--- src/rtl/counter_pkg.sv ---
// Shared types and constants for the tick-driven counter family.
package counter_pkg;

    localparam int unsigned CLK_HZ = 100_000_000;

    typedef enum logic [1:0] {
        M_UPWRAP = 2'd0,
        M_DNWRAP = 2'd1,
        M_UPSAT  = 2'd2,
        M_BOUNCE = 2'd3
    } cnt_mode_t;

    typedef enum logic {
        DIR_UP = 1'b0,
        DIR_DN = 1'b1
    } dir_t;

    // Tick rate in Hz produced by a divider of the given ratio.
    function automatic int unsigned tick_hz(input int unsigned div);
        return CLK_HZ / div;
    endfunction

endpackage

--- src/rtl/tick_gen.sv ---
// Free-running clock divider producing a registered one-cycle tick every DIV clocks.
// clr restarts the period so the next tick arrives a full DIV clocks later.
module tick_gen #(
    parameter int unsigned DIV = 50_000_000
) (
    input  logic clk_100MHz,
    input  logic rst,
    input  logic clr,
    output logic tick
);

    localparam int unsigned DW = (DIV > 1) ? $clog2(DIV) : 1;

    logic [DW-1:0] div_cnt_q, div_cnt_d;
    logic          tick_q, tick_d;
    logic          wrap_c;

    assign wrap_c = (div_cnt_q == DW'(DIV - 1));

    always_comb begin
        div_cnt_d = div_cnt_q + DW'(1);
        tick_d    = wrap_c;
        if (clr) begin
            div_cnt_d = '0;
            tick_d    = 1'b0;
        end else if (wrap_c) begin
            div_cnt_d = '0;
        end
    end

    always_ff @(posedge clk_100MHz or negedge rst) begin
        if (!rst) begin
            div_cnt_q <= '0;
            tick_q    <= 1'b0;
        end else begin
            div_cnt_q <= div_cnt_d;
            tick_q    <= tick_d;
        end
    end

    assign tick = tick_q;

endmodule

--- src/rtl/counter_tick_multi.sv ---
// Tick-driven multi-mode counter (up-wrap, down-wrap, up-saturate, bounce) with terminal-count pulse.
// Define COUNTER_LOAD_EN to add the synchronous parallel load ports (load, load_val).
module counter_tick_multi
    import counter_pkg::*;
#(
    parameter int unsigned WIDTH   = 6,
    parameter int unsigned DIV     = 50_000_000,
    parameter int unsigned RST_VAL = 1
) (
    input  logic             clk_100MHz,
    input  logic             rst,
    input  logic             cnt_en,
    input  logic [1:0]       mode,
`ifdef COUNTER_LOAD_EN
    input  logic             load,
    input  logic [WIDTH-1:0] load_val,
`endif
    output logic [WIDTH-1:0] cnt,
    output logic             tick,
    output logic             tc
);

    localparam logic [WIDTH-1:0] MAX     = '1;
    localparam logic [WIDTH-1:0] RST_CNT = WIDTH'(RST_VAL);

    logic [WIDTH-1:0] cnt_q, cnt_d;
    logic             tc_q, tc_d;
    dir_t             dir_q, dir_d;
    cnt_mode_t        mode_c;
    logic             adv_c;
    logic             load_c;
    logic [WIDTH-1:0] load_val_c;
    logic             tick_c;

`ifdef COUNTER_LOAD_EN
    assign load_c     = load;
    assign load_val_c = load_val;
`else
    assign load_c     = 1'b0;
    assign load_val_c = '0;
`endif

    tick_gen #(
        .DIV (DIV)
    ) u_tick_gen (
        .clk_100MHz (clk_100MHz),
        .rst        (rst),
        .clr        (load_c),
        .tick       (tick_c)
    );

    assign mode_c = cnt_mode_t'(mode);
    assign adv_c  = tick_c && cnt_en;

    // Direction state register
    always_ff @(posedge clk_100MHz or negedge rst) begin
        if (!rst) begin
            dir_q <= DIR_UP;
        end else begin
            dir_q <= dir_d;
        end
    end

    // Direction next-state: leaving bounce mode always re-arms upward
    always_comb begin
        dir_d = dir_q;
        if (mode_c != M_BOUNCE) begin
            dir_d = DIR_UP;
        end else if (!load_c && adv_c) begin
            case (dir_q)
                DIR_UP:  if (cnt_q == MAX) dir_d = DIR_DN;
                DIR_DN:  if (cnt_q == '0)  dir_d = DIR_UP;
                default: dir_d = DIR_UP;
            endcase
        end
    end

    // Count and terminal-count next values; load outranks an advance
    always_comb begin
        cnt_d = cnt_q;
        tc_d  = 1'b0;
        if (load_c) begin
            cnt_d = load_val_c;
        end else if (adv_c) begin
            case (mode_c)
                M_UPWRAP: begin
                    cnt_d = cnt_q + WIDTH'(1);
                    tc_d  = (cnt_q == MAX);
                end
                M_DNWRAP: begin
                    cnt_d = cnt_q - WIDTH'(1);
                    tc_d  = (cnt_q == '0);
                end
                M_UPSAT: begin
                    if (cnt_q != MAX) begin
                        cnt_d = cnt_q + WIDTH'(1);
                        tc_d  = (cnt_q == MAX - WIDTH'(1));
                    end
                end
                M_BOUNCE: begin
                    if (dir_q == DIR_UP) begin
                        if (cnt_q == MAX) begin
                            cnt_d = MAX - WIDTH'(1);
                            tc_d  = 1'b1;
                        end else begin
                            cnt_d = cnt_q + WIDTH'(1);
                        end
                    end else begin
                        if (cnt_q == '0) begin
                            cnt_d = WIDTH'(1);
                            tc_d  = 1'b1;
                        end else begin
                            cnt_d = cnt_q - WIDTH'(1);
                        end
                    end
                end
                default: cnt_d = cnt_q;
            endcase
        end
    end

    always_ff @(posedge clk_100MHz or negedge rst) begin
        if (!rst) begin
            cnt_q <= RST_CNT;
            tc_q  <= 1'b0;
        end else begin
            cnt_q <= cnt_d;
            tc_q  <= tc_d;
        end
    end

    assign cnt  = cnt_q;
    assign tick = tick_c;
    assign tc   = tc_q;

endmodule
--- config.mk ---
export PLATFORM = sky130hd
export DESIGN_NAME = counter_tick_multi
export DESIGN_NICKNAME = d
export VERILOG_FILES = /design/src/rtl/counter_pkg.sv /design/src/rtl/tick_gen.sv /design/src/rtl/counter_tick_multi.sv
export SDC_FILE = /design/constraint.sdc
export NUM_CORES = 1
export LEC_CHECK = 0
export BUFFER_PORTS_ARGS = -buffer_cell sky130_fd_sc_hd__buf_2
export CAP_MARGIN = 20
export CELL_PAD_IN_SITES_DETAIL_PLACEMENT = 1
export CELL_PAD_IN_SITES_GLOBAL_PLACEMENT = 1
export CORE_ASPECT_RATIO = 0.5
export CORE_MARGIN = 5
export CORE_UTILIZATION = 45
export DETAILED_ROUTE_END_ITERATION = 10
export GPL_ROUTABILITY_DRIVEN = 0
export PLACE_DENSITY_LB_ADDON = 0.1
export SYNTH_ARGS = -nofsm -noshare
export SYNTH_HDL_FRONTEND = slang
export SYNTH_HIERARCHICAL = 1
export SYNTH_SLANG_ARGS = --single-unit
--- constraint.sdc ---
create_clock -name clk_100MHz -period 4.16 [get_ports clk_100MHz]
set_input_delay 0.416 -clock clk_100MHz [delete_from_list [all_inputs] [get_ports clk_100MHz]]
set_output_delay 0.416 -clock clk_100MHz [all_outputs]
set_load 0.005 [all_outputs]
==> results.cfg, run 1 <==
[sta]
rsz0062_at_grt = false
clock_skew_ns = 0.00600
fin_crit_ns = 2.17
finalCritPeriodShare_pct = 52.2
max_freq_ghz = 0.461
maxSlewHeadroom_pct = 43.5
finalHoldViolCount = 0
tightest_slew_ns = 0.848
drv_slew = 0
tns_ns = 0
setup-violations-final = 0

[yosys]
ys_types = 53
synthCells = 255
syn_area_um2 = 2240
syn_area_per_cell_um2 = 8.80
synth-seq-cells = 35
synth_edf_count = 0
ys_warn_count = 6
seq_area_frac_synth_pct = 39.1
async_flop_share_pct = 100
synthFlopType = dfrtp_1

[grt]
grt_pass1_wl_um = 9600
antenna_found_initial = 0
grt-ovfl-total = 0
grt_max_degree = 36
grt_pass1_vias = 2005
grt.total_usage_pct = 18.9

[cts]
numClockSinks = 35
clk_latency_ns = 0.29
cts_made_buffers = 5
post_cts_buffers = 0
htreeDepth = 2
cts_resized = 0
holdBufCountCts = 0
clk_pin_slew_ns = 0.07
cts_tree = yes
root_buffer = clkbuf_8
cts_buffer_depth = 2

[detailed_routing]
drt_pass1_iterations = 4
viasPerCell = 5.96
drtIter0Drc = 93
wl_per_cell_um = 17.2
drcViolationCount = 0
ant_nets = 0
wl_um = 5690
via_count = 1974

[finish]
fin_nets = 269
layout_commonest_cell = dfrtp_1
final_cell_mix = dfrtp_1, nand2_1, nor2_1, a21oi_1, nand3_1
fin_area_um2 = 2420
n_antenna_cell = 0
final_util_pct = 49.7
drive_above_1_share_pct = 11.5
syn2layout_area_growth_pct = 7.70

[floorplanning]
dieWidth_um = 110
pin_count = 13
die_area_um2 = 6580
rows = 18
start_util_pct = 46.1
coreArea_um2 = 4860
die_y_um = 59.9

[power_and_ir_drop]
power_density_nw_per_um2 = 268
leakagePower_nw = 0.948
peakVddDrop_uv = 160

[placed_design]
io_buffers = 12
dp_hpwl_um = 3920
placed_cell_area_um2 = 2320

[setup_path]
cp_max_fo = 24
r2r_slack_ns = 1.99
path_class = flip-flop to flip-flop
critPathTopFamily = compound AO/OA/AOI/OAI gates
arrival_ns = 2.29
cp-start-kind = flip-flop
crit_chain = ha_1 -> and3_1 -> and2_1 -> a41o_1 -> a21oi_1
crit_buf_inv = 0
reg2reg_depth = 5
end_kind = flip-flop
regToRegStartpoint = u_tick_gen/div_cnt_q[0]
max_stage_delay_ns = 0.75
slowest_stage = a41o_1
r2r_end = u_tick_gen/div_cnt_q[17]
required_ns = 4.28

[outcome]
outcome = finished clean

[worst_hold_path]
hp-class = input port to async pin

[flow_run]
cap_violations = 0
state kept, by name, summed over array words and instances (netlist names):
signal                cells
cnt                       6
dir_q                     1
u_tick_gen/tick           1
tc                        1
u_tick_gen/div_cnt_q     26
metrics by stage:
step                std cells  power [mW]  hold WS (ns)  setup slack [ns]
detailed placement        323       0.378         0.482              1.99
CTS                       331       0.656         0.248              1.99
global placement          323       0.377         0.460              2.11
floorplan                 258       0.366         0.120              2.35
global route              331       0.675         0.303              1.80
finish                    331       0.647         0.237              1.99
cell usage after synthesis, types with 5 or more instances:
master	instances	area share, %
dfrtp_1	34	38
and4_1	5	2.0
nor2_1	19	3.2
o21ai_0	12	2.7
xor2_1	7	2.7
nand4_1	12	3.3
nand3_1	14	3.1
clkbuf_1	9	1.5
o31ai_1	5	1.7
inv_1	5	0.84
or4_1	6	2.0
a21oi_1	19	4.2
xnor2_1	8	3.1
buf_2	6	1.3
and3_1	5	1.4
nand2_1	21	3.5
or3_1	8	2.2
final cells by class:
type	instances	area [um2]
multi-input cells	201	1270
repair buffers	12	60.1
fillers	603	2450
flip-flops and latches	35	877
clock buffers	8	100
inverters	5	18.8
well taps	70	87.6
logic make-up after synthesis:
kind of cell,after synthesis,share of synthesized area (%)
adders and majority gates,4,2.23
DFF,35,39.1
other,1,0.167
AOI/OAI and AO/OA,63,17.7
muxes,1,0.502
buffers and inverters,22,4.68
xor gates and xnor gates,15,5.86
and+or+nand+nor,114,29.7
worst max-delay path by stage:
stage	start	to	depth (start not counted)
after global routing	u_tick_gen/div_cnt_q[0]	u_tick_gen/div_cnt_q[8]	5
final	u_tick_gen/div_cnt_q[0]	u_tick_gen/div_cnt_q[17]	5
after floorplan	cnt[0]	cnt[3]	6
after global placement	u_tick_gen/div_cnt_q[0]	u_tick_gen/div_cnt_q[5]	5
after detailed placement	u_tick_gen/div_cnt_q[0]	u_tick_gen/div_cnt_q[17]	5
after CTS	u_tick_gen/div_cnt_q[0]	u_tick_gen/div_cnt_q[17]	5
power breakdown:
part,total [mW],internal (mW),switching (mW)
logic,0.0267,0.00596,0.0207
registers,0.345,0.343,0.00244
clock network,0.275,0.151,0.124
total,0.647,0.500,0.147
layer usage:
metal	vias up	global-route usage [%]	share of wire [%]
li1	958	-	-
met1	985	23.9	47
met2	27	32.9	50
met3	4	4.21	2.7
met4	0	4.97	0.55
met5	-	0	0
Note: power is estimated with default switching activity, not from simulation.
==> inputs of run 2 (changes only) <==
--- a/config.mk
+++ b/config.mk
@@ -5,13 +5,14 @@
 export SDC_FILE = /design/constraint.sdc
 export NUM_CORES = 1
 export LEC_CHECK = 0
+export ABC_AREA = 1
 export BUFFER_PORTS_ARGS = -buffer_cell sky130_fd_sc_hd__buf_2
 export CAP_MARGIN = 20
 export CELL_PAD_IN_SITES_DETAIL_PLACEMENT = 1
 export CELL_PAD_IN_SITES_GLOBAL_PLACEMENT = 1
 export CORE_ASPECT_RATIO = 0.5
 export CORE_MARGIN = 5
-export CORE_UTILIZATION = 45
+export CORE_UTILIZATION = 40
 export DETAILED_ROUTE_END_ITERATION = 10
 export GPL_ROUTABILITY_DRIVEN = 0
 export PLACE_DENSITY_LB_ADDON = 0.1
==> constraint.sdc (replaced) <==
create_clock -name clk_100MHz -period 1.8 [get_ports clk_100MHz]
set_input_delay 0.18 -clock clk_100MHz [delete_from_list [all_inputs] [get_ports clk_100MHz]]
set_output_delay 0.18 -clock clk_100MHz [all_outputs]
set_load 0.005 [all_outputs]
==> run 2 against run 1 <==
Flip-flop and latch count did not move. Final cell count up 39%. First-iteration DRC count increased by 1.1%. Largest cell class unchanged.
==> results.cfg, run 2 <==
[outcome]
outcome = finished clean

[finish]
fin_area_um2 = 2730
final_util_pct = 45.8
stdcell_count = 459
final_cell_mix = nand2_1, nor2_1, inv_1
drive_above_1_share_pct = 14.7
n_antenna_cell = 0
fin_nets = 390
largest_register_ffs = 26
regMostFlops = u_tick_gen/div_cnt_q
syn2layout_area_growth_pct = 12.8
layout_commonest_cell = nand2_1

[setup_path]
cp-start-kind = flip-flop
crit_end = cnt[5]
reg2reg_depth = 9
cp_max_fo = 7
crit_chain = ha_2 -> nand3_2 -> nor2_4 -> nand2_1 -> nand2_2 -> inv_2 -> nand2_1 -> nor2_1 -> a21oi_1
r2r_slack_ns = 0.1
end_kind = flip-flop
required_ns = 2.00
path_class = flip-flop to flip-flop
regToRegStartpoint = cnt[0]
crit_buf_inv = 1
arrival_ns = 1.90
slowest_stage = dfstp_2
r2r_end = cnt[5]
startpoint = cnt[0]
max_stage_delay_ns = 0.58
critPathTopFamily = simple AND/OR/NAND/NOR gates
cp_common_cell = nand2_1
path_depth = 9

[yosys]
synth_edf_count = 0
ys_types = 30
synthCells = 361
ys_warn_count = 6
synth_area_leaders = dfrtp_1, nand2_1, nor2_1
synthFlopType = dfrtp_1
synth-seq-cells = 35
yosysMostFrequentCell = nand2_1
syn_area_um2 = 2410
synth_commonest_cells = nand2_1, nor2_1, inv_1
seq_area_frac_synth_pct = 36.3
syn_area_per_cell_um2 = 6.69
synth_top_area_cell = dfrtp_1
synth.top_cell.area_share_pct = 35.2
async_flop_share_pct = 100

[placed_design]
dp_slack_ns = 0.0345
dpl.cell_count = 450
placed_cell_area_um2 = 2560
dp_hpwl_um = 5120
io_buffers = 12

[floorplanning]
dieWidth_um = 120
die_y_um = 64.9
start_util_pct = 40.5
pin_count = 13
rows = 20
die_area_um2 = 7790
coreArea_um2 = 5960

[detailed_routing]
via_count = 2258
drtIter0Drc = 94
wl_um = 6610
drt_pass1_iterations = 4
drcViolationCount = 0
ant_nets = 0
wl_per_cell_um = 14.4
viasPerCell = 4.92

[power_and_ir_drop]
power_density_nw_per_um2 = 661
leakagePower_nw = 1.21
peakVddDrop_uv = 278
power_mw = 1.80

[sta]
finalWorstSetupSlack_ns = 0.0984
fin_crit_ns = 1.70
setup-violations-final = 0
finalCritPeriodShare_pct = 94.5
clock_skew_ns = 0.00454
max_freq_ghz = 0.588
drv_slew = 0
finalHoldViolCount = 0

[grt]
grt_pass1_vias = 2359
grt-ovfl-total = 0
grt.total_usage_pct = 18.5
antenna_found_initial = 0
grt_max_degree = 36
grt_pass1_wl_um = 11400

[cts]
post_cts_buffers = 0
root_buffer = clkbuf_16
cts_buffer_depth = 2
clk_latency_ns = 0.28
cts_made_buffers = 5
htreeDepth = 2
numClockSinks = 35
clk_pin_slew_ns = 0.05
cts_tree = yes

[worst_hold_path]
hp-class = input port to flip-flop
whs_path_depth = 4

[flow_run]
cap_violations = 0
-- run 2: area by class of cell --
class	count	area, um2
sequential	35	877
clock inverter	1	5.00
tap	77	96.3
timing repair buffer	17	100
multi-input combinational	281	1360
inverter	41	154
fill	821	3230
clock buffer	7	133
-- run 2: worst min-delay path by stage --
stage	from	to	slack, ns
floorplan	rst	cnt[1]	-0.12
global placement	rst	u_tick_gen/div_cnt_q[2]	0.25
detailed placement	rst	u_tick_gen/div_cnt_q[1]	0.26
CTS	mode[1]	tc	0.27
global route	mode[1]	tc	0.31
finish	mode[1]	tc	0.27
-- run 2: stage by stage --
stage / hold slack [ns] / setup TNS, ns
floorplan: -0.116 / 0
global placement: 0.253 / 0
detailed placement: 0.259 / 0
CTS: 0.267 / 0
global route: 0.315 / -0.000389
finish: 0.269 / 0
-- run 2: routing by layer --
metal | share of wire, % | global-route usage [%]
met4 | 0.48 | 4.42
met5 | 0 | 0
met2 | 49 | 33.9
met3 | 2.7 | 3.75
met1 | 48 | 22.5
-- run 2: tightest hold or removal path, delay by kind of cell --
| kind | cells | cell delay, ns |
|---|---|---|
| AOI/OAI and AO/OA | 1 | 0.06 |
| buffers and inverters | 1 | 0.12 |
| and+or+nand+nor | 2 | 0.13 |
-- run 2: cell families (layout without fill, tap and decap cells) --
group                    after synthesis  count (layout)  synth area share (%)
other                                  1               2                 0.155
XOR/XNOR                              15              15                  5.44
AND/OR/NAND/NOR                      242             242                  43.7
adder cells (fa/ha/maj)                4               4                  2.07
buffers and inverters                 46              66                  8.24
AO/OA/AOI/OAI                         18              18                  4.04
flip-flops                            35              35                  36.3
-- run 2: power by group --
part | switching (mW) | total [mW] | internal, mW | leakage [nW]
registers | 0.0224 | 0.823 | 0.800 | 0.479
logic | 0.104 | 0.155 | 0.0508 | 0.662
clock network | 0.313 | 0.825 | 0.511 | 0.0679
-- run 2: repair_timing --
action                                  CTS  global route
endpoints found under the setup margin    0             7
resized for setup                         0             6
hold buffers                              1             0
endpoints found under the hold margin    34             0
==> inputs of run 3 (changes only) <==
--- a/config.mk
+++ b/config.mk
@@ -8,14 +8,11 @@
 export ABC_AREA = 1
 export BUFFER_PORTS_ARGS = -buffer_cell sky130_fd_sc_hd__buf_2
 export CAP_MARGIN = 20
-export CELL_PAD_IN_SITES_DETAIL_PLACEMENT = 1
-export CELL_PAD_IN_SITES_GLOBAL_PLACEMENT = 1
 export CORE_ASPECT_RATIO = 0.5
 export CORE_MARGIN = 5
-export CORE_UTILIZATION = 40
+export CORE_UTILIZATION = 45
 export DETAILED_ROUTE_END_ITERATION = 10
 export GPL_ROUTABILITY_DRIVEN = 0
-export PLACE_DENSITY_LB_ADDON = 0.1
 export SYNTH_ARGS = -nofsm -noshare
 export SYNTH_HDL_FRONTEND = slang
 export SYNTH_HIERARCHICAL = 1
==> run 3 against run 2 <==
Largest cell class unchanged. Critical endpoint is now cnt[2]. Largest power group is now registers. Count of clock-buffer cells in the layout shrank 1. The flow now finishes with violations (hold timing). Clock power shrank 30%. Non-clock buffer count shrank 1.
==> results.cfg, run 3 (synthesis gave the netlist of run 2 again) <==
[setup_path]
regToRegStartpoint = cnt[0]
cp-start-kind = flip-flop
max_stage_delay_ns = 0.60
arrival_ns = 1.82
crit_chain = inv_1 -> ha_1 -> buf_4 -> xnor2_1 -> o22ai_1 -> nor2_1 -> a21oi_1
required_ns = 1.97
startpoint = cnt[0]
slowest_stage = dfstp_2
end_kind = flip-flop
cp_max_fo = 6
path_class = flip-flop to flip-flop

[sta]
finalCritPeriodShare_pct = 91.8
max_freq_ghz = 0.605
maxSlewHeadroom_pct = 46.1
finalWorstSetupSlack_ns = 0.148
rsz0062_at_grt = false
finalHoldViolCount = 27
drv_slew = 0
holdWs_ns = -0.0221
clock_skew_ns = 0.00317
setup-violations-final = 0
tightest_slew_ns = 0.808
fin_crit_ns = 1.65
tns_ns = 0

[power_and_ir_drop]
leakagePower_nw = 1.19
peakVddDrop_uv = 265
power_density_nw_per_um2 = 581

[finish]
fin_nets = 389
largest_register_ffs = 26
drive_above_1_share_pct = 14.5
final_cell_mix = nand2_1, nor2_1, inv_1
syn2layout_area_growth_pct = 10.3
fin_area_um2 = 2660
regMostFlops = u_tick_gen/div_cnt_q
n_antenna_cell = 0
layout_commonest_cell = nand2_1
fillers = 520
seq_area_um2 = 878
multi_input_area_um2 = 1370

[placed_design]
io_buffers = 12
dp_hpwl_um = 4190
placed_cell_area_um2 = 2550
dp_slack_ns = 0.101

[grt]
grt.total_usage_pct = 17.3
grt_pass1_wl_um = 9690
grt_max_degree = 36
grt-ovfl-total = 0
grt_pass1_vias = 2122
antenna_found_initial = 0

[cts]
cts_buffer_depth = 2
holdBufCountCts = 0
numClockSinks = 35
clk_latency_ns = 0.28
clk_pin_slew_ns = 0.07
cts_tree = yes
cts_resized = 0
cts_made_buffers = 5
root_buffer = clkbuf_8
post_cts_buffers = 0
htreeDepth = 2

[detailed_routing]
drt_pass1_iterations = 4
viasPerCell = 4.88
drtIter0Drc = 167
wl_per_cell_um = 12.2
via_count = 2194
ant_nets = 0
drcViolationCount = 0
wl_um = 5490

[floorplanning]
rows = 18
die_area_um2 = 7020
pin_count = 13
start_util_pct = 47.7
die_y_um = 61.8
dieWidth_um = 114
coreArea_um2 = 5070

[flow_run]
cap_violations = 0

[outcome]
outcome = finished, violations left
violations = hold timing

[worst_hold_path]
hp-class = input port to async pin
==> run 3: worst paths after layout <==
| kind | to | slack [ns] | depth (start not counted) |
|---|---|---|---|
| hold reg to reg | u_tick_gen/div_cnt_q[0] | 0.54 | 1 |
| hold / removal | u_tick_gen/div_cnt_q[1] | -0.02 | 1 |
| max in group asynchronous | cnt[1] | 1.25 | 1 |
| min in group clk_100MHz | tc | 0.28 | 4 |
| setup reg to reg | cnt[2] | 0.15 | 7 |
| setup / recovery | cnt[2] | 0.15 | 7 |
==> run 3: report_power, final <==
group | total [mW] | internal, mW | switching (mW)
sequential | 0.823 | 0.799 | 0.0236
combinational | 0.147 | 0.0494 | 0.0976
clock | 0.577 | 0.300 | 0.277
==> run 3: final cells by class <==
| class | count | area share (%) |
|---|---|---|
| clock inverter | 1 | 0.188 |
| clock buffer | 6 | 3.10 |
| multi-input combinational | 281 | 51.3 |
| sequential | 35 | 33.0 |
| timing repair buffer | 16 | 3.38 |
| tap | 70 | 3.29 |
| inverter | 41 | 5.78 |
==> run 3: metrics by stage <==
| step | utilization, % | power [mW] | cells |
|---|---|---|---|
| 2_1_floorplan | - | 0.928 | 362 |
| 3_3_place_gp | 50.3 | 0.978 | 443 |
| 3_5_place_dp | 50.3 | 0.980 | 443 |
| 4_1_cts | 52.1 | 1.57 | 450 |
| 5_1_grt | 52.5 | 1.64 | 450 |
| 6_report | 52.5 | 1.55 | 450 |
==> run 3: metal layers <==
metal	global-route usage, %	vias up	share of wire, %
li1	-	1144	-
met1	22.0	1003	50
met2	30.1	33	44
met3	3.48	14	4.1
met4	5.99	0	2.3
met5	0	-	0
==> run 3: worst max-delay path: cells and delay by family (launching register included) <==
family	cells	cell delay, ns
buffers and inverters	2	0.22
xor gates and xnor gates	1	0.21
and+or+nand+nor	1	0.11
DFF	1	0.60
AOI/OAI and AO/OA	2	0.18
adders and majority gates	1	0.21
